File: src/rtl/cell_fetch_pkg.sv
// Shared constants for the ROI cell fetcher: FSM state encoding and default frame geometry.
package cell_fetch_pkg;

    localparam int DEF_CELL_WIDTH = 768;
    localparam int DEF_CELL_COLS  = 40;
    localparam int DEF_CELL_ROWS  = 30;

    localparam int STALL_CNT_W = 16;

    localparam logic [1:0] ST_IDLE  = 2'd0;
    localparam logic [1:0] ST_FETCH = 2'd1;
    localparam logic [1:0] ST_DRAIN = 2'd2;

endpackage

File: src/rtl/roi_cell_fetch_if.sv
// Valid/ready cell stream; data carries {eol, last, cell} inside the fetcher.
interface roi_cell_fetch_if #(
    parameter int DATA_W = 770
) ();

    logic              valid;
    logic              ready;
    logic [DATA_W-1:0] data;

    modport master (output valid, output data, input ready);
    modport slave  (input valid, input data, output ready);

endinterface

File: src/rtl/skid_buffer.sv
// Fully registered two-entry skid buffer: output and input ready both come straight from flops.
module skid_buffer #(
    parameter int DATA_W = 8
) (
    input  logic              clk,
    input  logic              rst,
    roi_cell_fetch_if.slave   s,
    roi_cell_fetch_if.master  m
);

    logic              out_valid;
    logic              skid_valid;
    logic [DATA_W-1:0] out_data;
    logic [DATA_W-1:0] skid_data;

    assign s.ready = ~skid_valid;
    assign m.valid = out_valid;
    assign m.data  = out_data;

    always_ff @(posedge clk) begin
        if (rst) begin
            out_valid  <= 1'b0;
            skid_valid <= 1'b0;
            out_data   <= '0;
            skid_data  <= '0;
        end else if (m.ready || !out_valid) begin
            if (skid_valid) begin
                out_data   <= skid_data;
                out_valid  <= 1'b1;
                skid_valid <= 1'b0;
            end else begin
                out_valid <= s.valid;
                if (s.valid) begin
                    out_data <= s.data;
                end
            end
        end else if (s.valid && !skid_valid) begin
            // output stalled: park the accepted beat so upstream sees ready drop one cycle late
            skid_data  <= s.data;
            skid_valid <= 1'b1;
        end
    end

endmodule

File: src/rtl/roi_cell_fetch.sv
// Streams a rectangular ROI of cells from the cell cache to the HOG stage in raster order.
// Optional ROI_CELL_FETCH_STALL_CNT_EN enables the backpressure cycle counter on stall_cnt_o.
module roi_cell_fetch
    import cell_fetch_pkg::*;
#(
    parameter int CELL_WIDTH  = DEF_CELL_WIDTH,
    parameter int CELL_COLS   = DEF_CELL_COLS,
    parameter int CELL_ROWS   = DEF_CELL_ROWS,
    localparam int CELL_NUM    = CELL_COLS * CELL_ROWS,
    localparam int CELL_ADDR_W = $clog2(CELL_NUM),
    localparam int COL_W       = $clog2(CELL_COLS + 1),
    localparam int ROW_W       = $clog2(CELL_ROWS + 1)
) (
    input  logic                   clk,
    input  logic                   rst,
    input  logic                   cell_fetch_start_i,
    input  logic                   cell_fetch_abort_i,
    input  logic [COL_W-1:0]       roi_col_start_i,
    input  logic [ROW_W-1:0]       roi_row_start_i,
    input  logic [COL_W-1:0]       roi_cols_i,
    input  logic [ROW_W-1:0]       roi_rows_i,
    input  logic [CELL_WIDTH-1:0]  bwd_cell_data_i,
    input  logic                   fwd_cell_ready_i,
    output logic [CELL_ADDR_W-1:0] bwd_cell_addr_o,
    output logic [CELL_WIDTH-1:0]  fwd_cell_data_o,
    output logic                   fwd_cell_valid_o,
    output logic                   fwd_cell_eol_o,
    output logic                   fwd_cell_last_o,
    output logic                   cell_fetch_busy_o,
    output logic                   cell_fetch_done_o,
    output logic                   cfg_err_o,
    output logic [STALL_CNT_W-1:0] stall_cnt_o
);

    localparam logic [CELL_ADDR_W-1:0] ROW_STEP = CELL_ADDR_W'(CELL_COLS);

    logic [1:0]             state;
    logic [COL_W-1:0]       col_start_q;
    logic [COL_W-1:0]       cols_q;
    logic [ROW_W-1:0]       rows_q;
    logic [COL_W-1:0]       col_cnt;
    logic [ROW_W-1:0]       row_cnt;
    logic [CELL_ADDR_W-1:0] addr_q;
    logic [CELL_ADDR_W-1:0] row_base;
    logic [CELL_ADDR_W-1:0] start_base;
    logic                   cfg_err_q;
    logic                   roi_ok;
    logic                   start_ok;
    logic                   beat_acc;
    logic                   eol_beat;
    logic                   last_beat;

    roi_cell_fetch_if #(.DATA_W(CELL_WIDTH + 2)) buf_in ();
    roi_cell_fetch_if #(.DATA_W(CELL_WIDTH + 2)) buf_out ();

    skid_buffer #(.DATA_W(CELL_WIDTH + 2)) u_skid (
        .clk (clk),
        .rst (rst),
        .s   (buf_in),
        .m   (buf_out)
    );

    always_comb begin
        roi_ok = (roi_cols_i != '0) && (roi_rows_i != '0)
              && (int'(roi_col_start_i) + int'(roi_cols_i) <= CELL_COLS)
              && (int'(roi_row_start_i) + int'(roi_rows_i) <= CELL_ROWS);
    end

    // the only multiply: row base of the first ROI row, later rows step by CELL_COLS
    assign start_base = CELL_ADDR_W'(int'(roi_row_start_i) * CELL_COLS);
    assign start_ok   = (state == ST_IDLE) && cell_fetch_start_i && roi_ok;

    assign eol_beat  = (col_cnt == cols_q - COL_W'(1));
    assign last_beat = eol_beat && (row_cnt == rows_q - ROW_W'(1));
    assign beat_acc  = (state == ST_FETCH) && buf_in.ready;

    assign buf_in.valid  = (state == ST_FETCH);
    assign buf_in.data   = {eol_beat, last_beat, bwd_cell_data_i};
    assign buf_out.ready = fwd_cell_ready_i;

    always_ff @(posedge clk) begin
        if (rst) begin
            state       <= ST_IDLE;
            col_start_q <= '0;
            cols_q      <= '0;
            rows_q      <= '0;
            col_cnt     <= '0;
            row_cnt     <= '0;
            addr_q      <= '0;
            row_base    <= '0;
            cfg_err_q   <= 1'b0;
        end else begin
            cfg_err_q <= 1'b0;
            case (state)
                ST_IDLE: begin
                    if (cell_fetch_start_i) begin
                        if (roi_ok) begin
                            col_start_q <= roi_col_start_i;
                            cols_q      <= roi_cols_i;
                            rows_q      <= roi_rows_i;
                            col_cnt     <= '0;
                            row_cnt     <= '0;
                            row_base    <= start_base;
                            addr_q      <= start_base + CELL_ADDR_W'(roi_col_start_i);
                            state       <= ST_FETCH;
                        end else begin
                            cfg_err_q <= 1'b1;
                        end
                    end
                end
                ST_FETCH: begin
                    if (beat_acc) begin
                        if (eol_beat) begin
                            col_cnt  <= '0;
                            row_cnt  <= row_cnt + ROW_W'(1);
                            row_base <= row_base + ROW_STEP;
                            addr_q   <= row_base + ROW_STEP + CELL_ADDR_W'(col_start_q);
                        end else begin
                            col_cnt <= col_cnt + COL_W'(1);
                            addr_q  <= addr_q + CELL_ADDR_W'(1);
                        end
                    end
                    // a final beat accepted alongside abort still carries last, so done follows
                    if (cell_fetch_abort_i || (beat_acc && last_beat)) begin
                        state <= ST_DRAIN;
                    end
                end
                ST_DRAIN: begin
                    if (!buf_out.valid) begin
                        state <= ST_IDLE;
                    end
                end
                default: state <= ST_IDLE;
            endcase
        end
    end

`ifdef ROI_CELL_FETCH_STALL_CNT_EN
    logic [STALL_CNT_W-1:0] stall_q;

    always_ff @(posedge clk) begin
        if (rst) begin
            stall_q <= '0;
        end else if (start_ok) begin
            stall_q <= '0;
        end else if ((state != ST_IDLE) && buf_out.valid && !fwd_cell_ready_i
                     && (stall_q != '1)) begin
            stall_q <= stall_q + STALL_CNT_W'(1);
        end
    end

    assign stall_cnt_o = stall_q;
`else
    assign stall_cnt_o = '0;
`endif

    assign bwd_cell_addr_o   = addr_q;
    assign fwd_cell_data_o   = buf_out.data[CELL_WIDTH-1:0];
    assign fwd_cell_last_o   = buf_out.data[CELL_WIDTH];
    assign fwd_cell_eol_o    = buf_out.data[CELL_WIDTH+1];
    assign fwd_cell_valid_o  = buf_out.valid;
    assign cell_fetch_busy_o = (state != ST_IDLE);
    assign cell_fetch_done_o = buf_out.valid && fwd_cell_ready_i && fwd_cell_last_o;
    assign cfg_err_o         = cfg_err_q;

endmodule

File: config.mk
export PLATFORM = sky130hd
export DESIGN_NAME = roi_cell_fetch
export DESIGN_NICKNAME = d
export VERILOG_FILES = /design/src/rtl/cell_fetch_pkg.sv /design/src/rtl/roi_cell_fetch_if.sv /design/src/rtl/skid_buffer.sv /design/src/rtl/roi_cell_fetch.sv
export SDC_FILE = /design/constraint.sdc
export NUM_CORES = 2
export LEC_CHECK = 0
export CAP_MARGIN = 15
export CORE_AREA = 2 2 615 617
export CTS_CLUSTER_SIZE = 20
export DETAILED_ROUTE_END_ITERATION = 10
export DIE_AREA = 0 0 617 619
export PLACE_DENSITY = 0.38
export SLEW_MARGIN = 20
export SYNTH_ARGS = -nofsm -noshare
export SYNTH_HDL_FRONTEND = slang
export SYNTH_SLANG_ARGS = --single-unit
File: constraint.sdc
create_clock -name clk -period 3.4 [get_ports clk]
set_clock_uncertainty 0.2 [all_clocks]
set_input_delay 0.68 -clock clk [delete_from_list [all_inputs] [get_ports clk]]
set_output_delay 0.68 -clock clk [all_outputs]
set_load 0.005 [all_outputs]
==> impl_metrics.tcl <==
set metrics [dict create \
    finalCritPeriodShare_pct 91.67 \
    synth_seq_cells 1592 \
    hp-class "in -> reg" \
    dp_hpwl_microns 250000 \
    hold_viol 0 \
    grt_max_degree 133 \
    final-setup-viol-count 0 \
    cp_data_required_time_ns 2.52 \
    clock_sinks 1592 \
    route.detailed.drc 0 \
    rows 225 \
    hold-path-cell-count 2 \
    insertion_delay_ns 0.87 \
    core-area_sq_um 374700 \
    regArea_sq_um 31870 \
    r2r_slack_ns 0.42 \
    ioPinCount 1596 \
    reg2reg_to "bwd_cell_addr_o[10]" \
    ant_nets 0 \
    routabilityCongestion 0.8379 \
    hold_path_startpoint "rst" \
    multi_input_area_sq_um 28720 \
    critical_path.max_fanout 4 \
    async_flop_share_pct 0 \
    synth_area_per_cell_sq_um 8.712 \
    setup_tns_ns 0 \
    start_util_pct 16.85 \
    die_h_microns 619 \
    final_cell_mix "1591 x dfxtp_1, 1577 x clkdlybuf4s50_1, 1567 x nand2_1" \
    crit_path_start_kind "flip-flop" \
    synthDistinctLibCells 60 \
    htree_num_levels 4 \
    yosys-top-cells-area "dfxtp_1 50%, mux2i_1 13%, nand2_1 9.3%" \
    ys_warn_count 0 \
    grt_pass1_vias 54671 \
    drive_gt1_share_pct 6.907 \
    cp.arrival_ns 2.24 \
    drv_cap 0 \
    routed_wl_microns 327300 \
    p_per_area_nw_per_um2 522.9 \
    fin_total_pwr_mw 48.55 \
    cts.path.max_buffers 4 \
    worstSetupPathType "reg -> out" \
    grt.overflow.total 0 \
    fp.dieW_microns 617 \
    finalNetCount 9500 \
    status "finished, final reports clean" \
    clk_pin_slew_ns 0.05 \
    final_core_util_pct 24.78 \
    worst_slew_pin_slew_ns 0.9550 \
    fillCellCount 40142 \
    layout.cells.non_filler 13860 \
    yosysTopAreaCell "dfxtp_1" \
    syn_area_sq_um 63130 \
    r2r_start "row_base[3]" \
    grt_use_total_pct 16.28 \
    cts_tree "done" \
    dr_total_vias 57707 \
    routed_via_density 4.164 \
    synth_edf_count 0 \
    p_leak_nw 28.87 \
    cts_made_buffers 204 \
    drt_iter0_markers 3550 \
    slew_viol_final 0 \
    synthCells 7246 \
    wl_per_cell_microns 23.62 \
    placed_cells 13460 \
    area_growth_pct 47.07 \
    grt_pass1_wl_microns 447100 \
    port_buffers 1579 \
    grt_setup_unrepaired "no" \
    die_area_sq_um 381900 \
    r2r_cells 10 \
    endpoint_kind "output port" \
    timing.fmax_mhz 320.8 \
    whs_ns 0.1243 \
    yosysTopAreaCellShare_pct 50.49 \
    vdd_ir_drop_max_mv 0.3774 \
    maxSlewHeadroom_pct 36.34 \
    final_common_cell "dfxtp_1" \
    cts_setup_buffers 0 \
    cts_hold_buffers 0 \
    seq_area_frac_synth_pct 50.49 \
    drt_pre_antenna_iters 8 \
    synth_ff_type "dfxtp_1" \
    period_minus_slack_ns 3.117 \
    hold_end "u_skid.skid_data[606]" \
    root_buffer "clkbuf_16" \
    antenna_found_initial 152 \
]
[cells by family after synthesis]
logic type	Yosys count	synth area share (%)
simple gates	2470	14.99
compound gates	1651	16.49
flops	1592	50.49
fa+ha+maj	33	0.7017
mux	794	12.59
buf+inv	662	4.133
xor+xnor	43	0.5966
other cells	1	0.005940
[per-layer routing]
metal	part of all wire, %	track usage [%]	routed length (microns)	vias to the layer above
met1	41	19.42	134200	27476
li1	-	-	-	27866
met5	0.12	0	402	-
met2	47	27.10	153800	1733
met4	3.6	5.532	11780	64
met3	8.3	5.613	27090	568
[timing repair]
item                                    in CTS  in global routing
endpoints found under the setup margin       1                  0
resized for setup                            1                  0
hold endpoints to repair                     0                  0
[synth_stat cells, drive strengths merged (2+ instances only)]
| library cell | count |
|---|---|
| a2111oi | 2 |
| a211o | 6 |
| a211oi | 773 |
| a21o | 7 |
| a21oi | 807 |
| a221oi | 6 |
| a22oi | 2 |
| a311oi | 4 |
| a31o | 2 |
| a31oi | 8 |
| a41oi | 2 |
| and3 | 8 |
| buf | 95 |
| clkbuf | 543 |
| dfxtp | 1592 |
| fa | 4 |
| ha | 29 |
| inv | 24 |
| mux2i | 793 |
| nand2 | 1568 |
| nand2b | 4 |
| nand3 | 12 |
| nand3b | 4 |
| nand4 | 4 |
| nor2 | 819 |
| nor2b | 10 |
| nor3 | 22 |
| nor3b | 3 |
| nor4 | 3 |
| nor4b | 2 |
| o211ai | 2 |
| o21a | 2 |
| o21ai | 13 |
| o21ba | 2 |
| o32ai | 5 |
| or2 | 4 |
| or3 | 4 |
| xnor2 | 23 |
| xor2 | 20 |
[layout make-up]
| type | instances | area share, % |
|---|---|---|
| flip-flops and latches | 1592 | 34.33 |
| well taps | 4994 | 6.730 |
| multi-input cells | 5007 | 30.94 |
| diodes | 35 | 0.09434 |
| clock inverters | 61 | 0.7965 |
| clock buffers | 304 | 6.618 |
| inverters | 24 | 0.09703 |
| repair buffers | 1843 | 20.39 |
[power by group]
| part | internal (mW) | switching (mW) | total (mW) |
|---|---|---|---|
| clock | 13.4 | 9.18 | 22.5 |
| combinational | 3.02 | 3.03 | 6.05 |
| sequential | 19.4 | 0.552 | 20.0 |
| total | 35.8 | 12.8 | 48.6 |
[metrics by stage]
step                area [sq um]  worst slack (ns)
floorplan                  63180            0.3316
global placement           85870           -0.5133
detailed placement         85870           -0.5655
CTS                        92760            0.1215
global route               92800            0.1297
finish                     92840            0.2831
[state kept, by name (all words and copies together) (netlist names)]
name and cells:
rows_q 5, u_skid.m.data 770, state 2, u_skid.skid_data 770, bwd_cell_addr_o 11, u_skid.m.valid 1, col_cnt 6, u_skid.skid_valid 1
cols_q 6, cfg_err_o 1, row_base 8, row_cnt 5, col_start_q 6
[how the worst max path moves through the flow]
stage / from / to
finish: state[1] / cell_fetch_busy_o
global route: roi_col_start_i[0] / col_cnt[4]
CTS: state[1] / cell_fetch_busy_o
detailed placement: roi_col_start_i[0] / col_cnt[4]
global placement: roi_rows_i[0] / bwd_cell_addr_o[7]
floorplan: roi_col_start_i[0] / row_base[7]
[worst max-delay path, stage by stage, from the launching register on]
cell	delay [ns]
dfxtp_1	0.32
or2_2	0.37
clkdlybuf4s50_1	0.66
(Power assumes the default switching activity.)
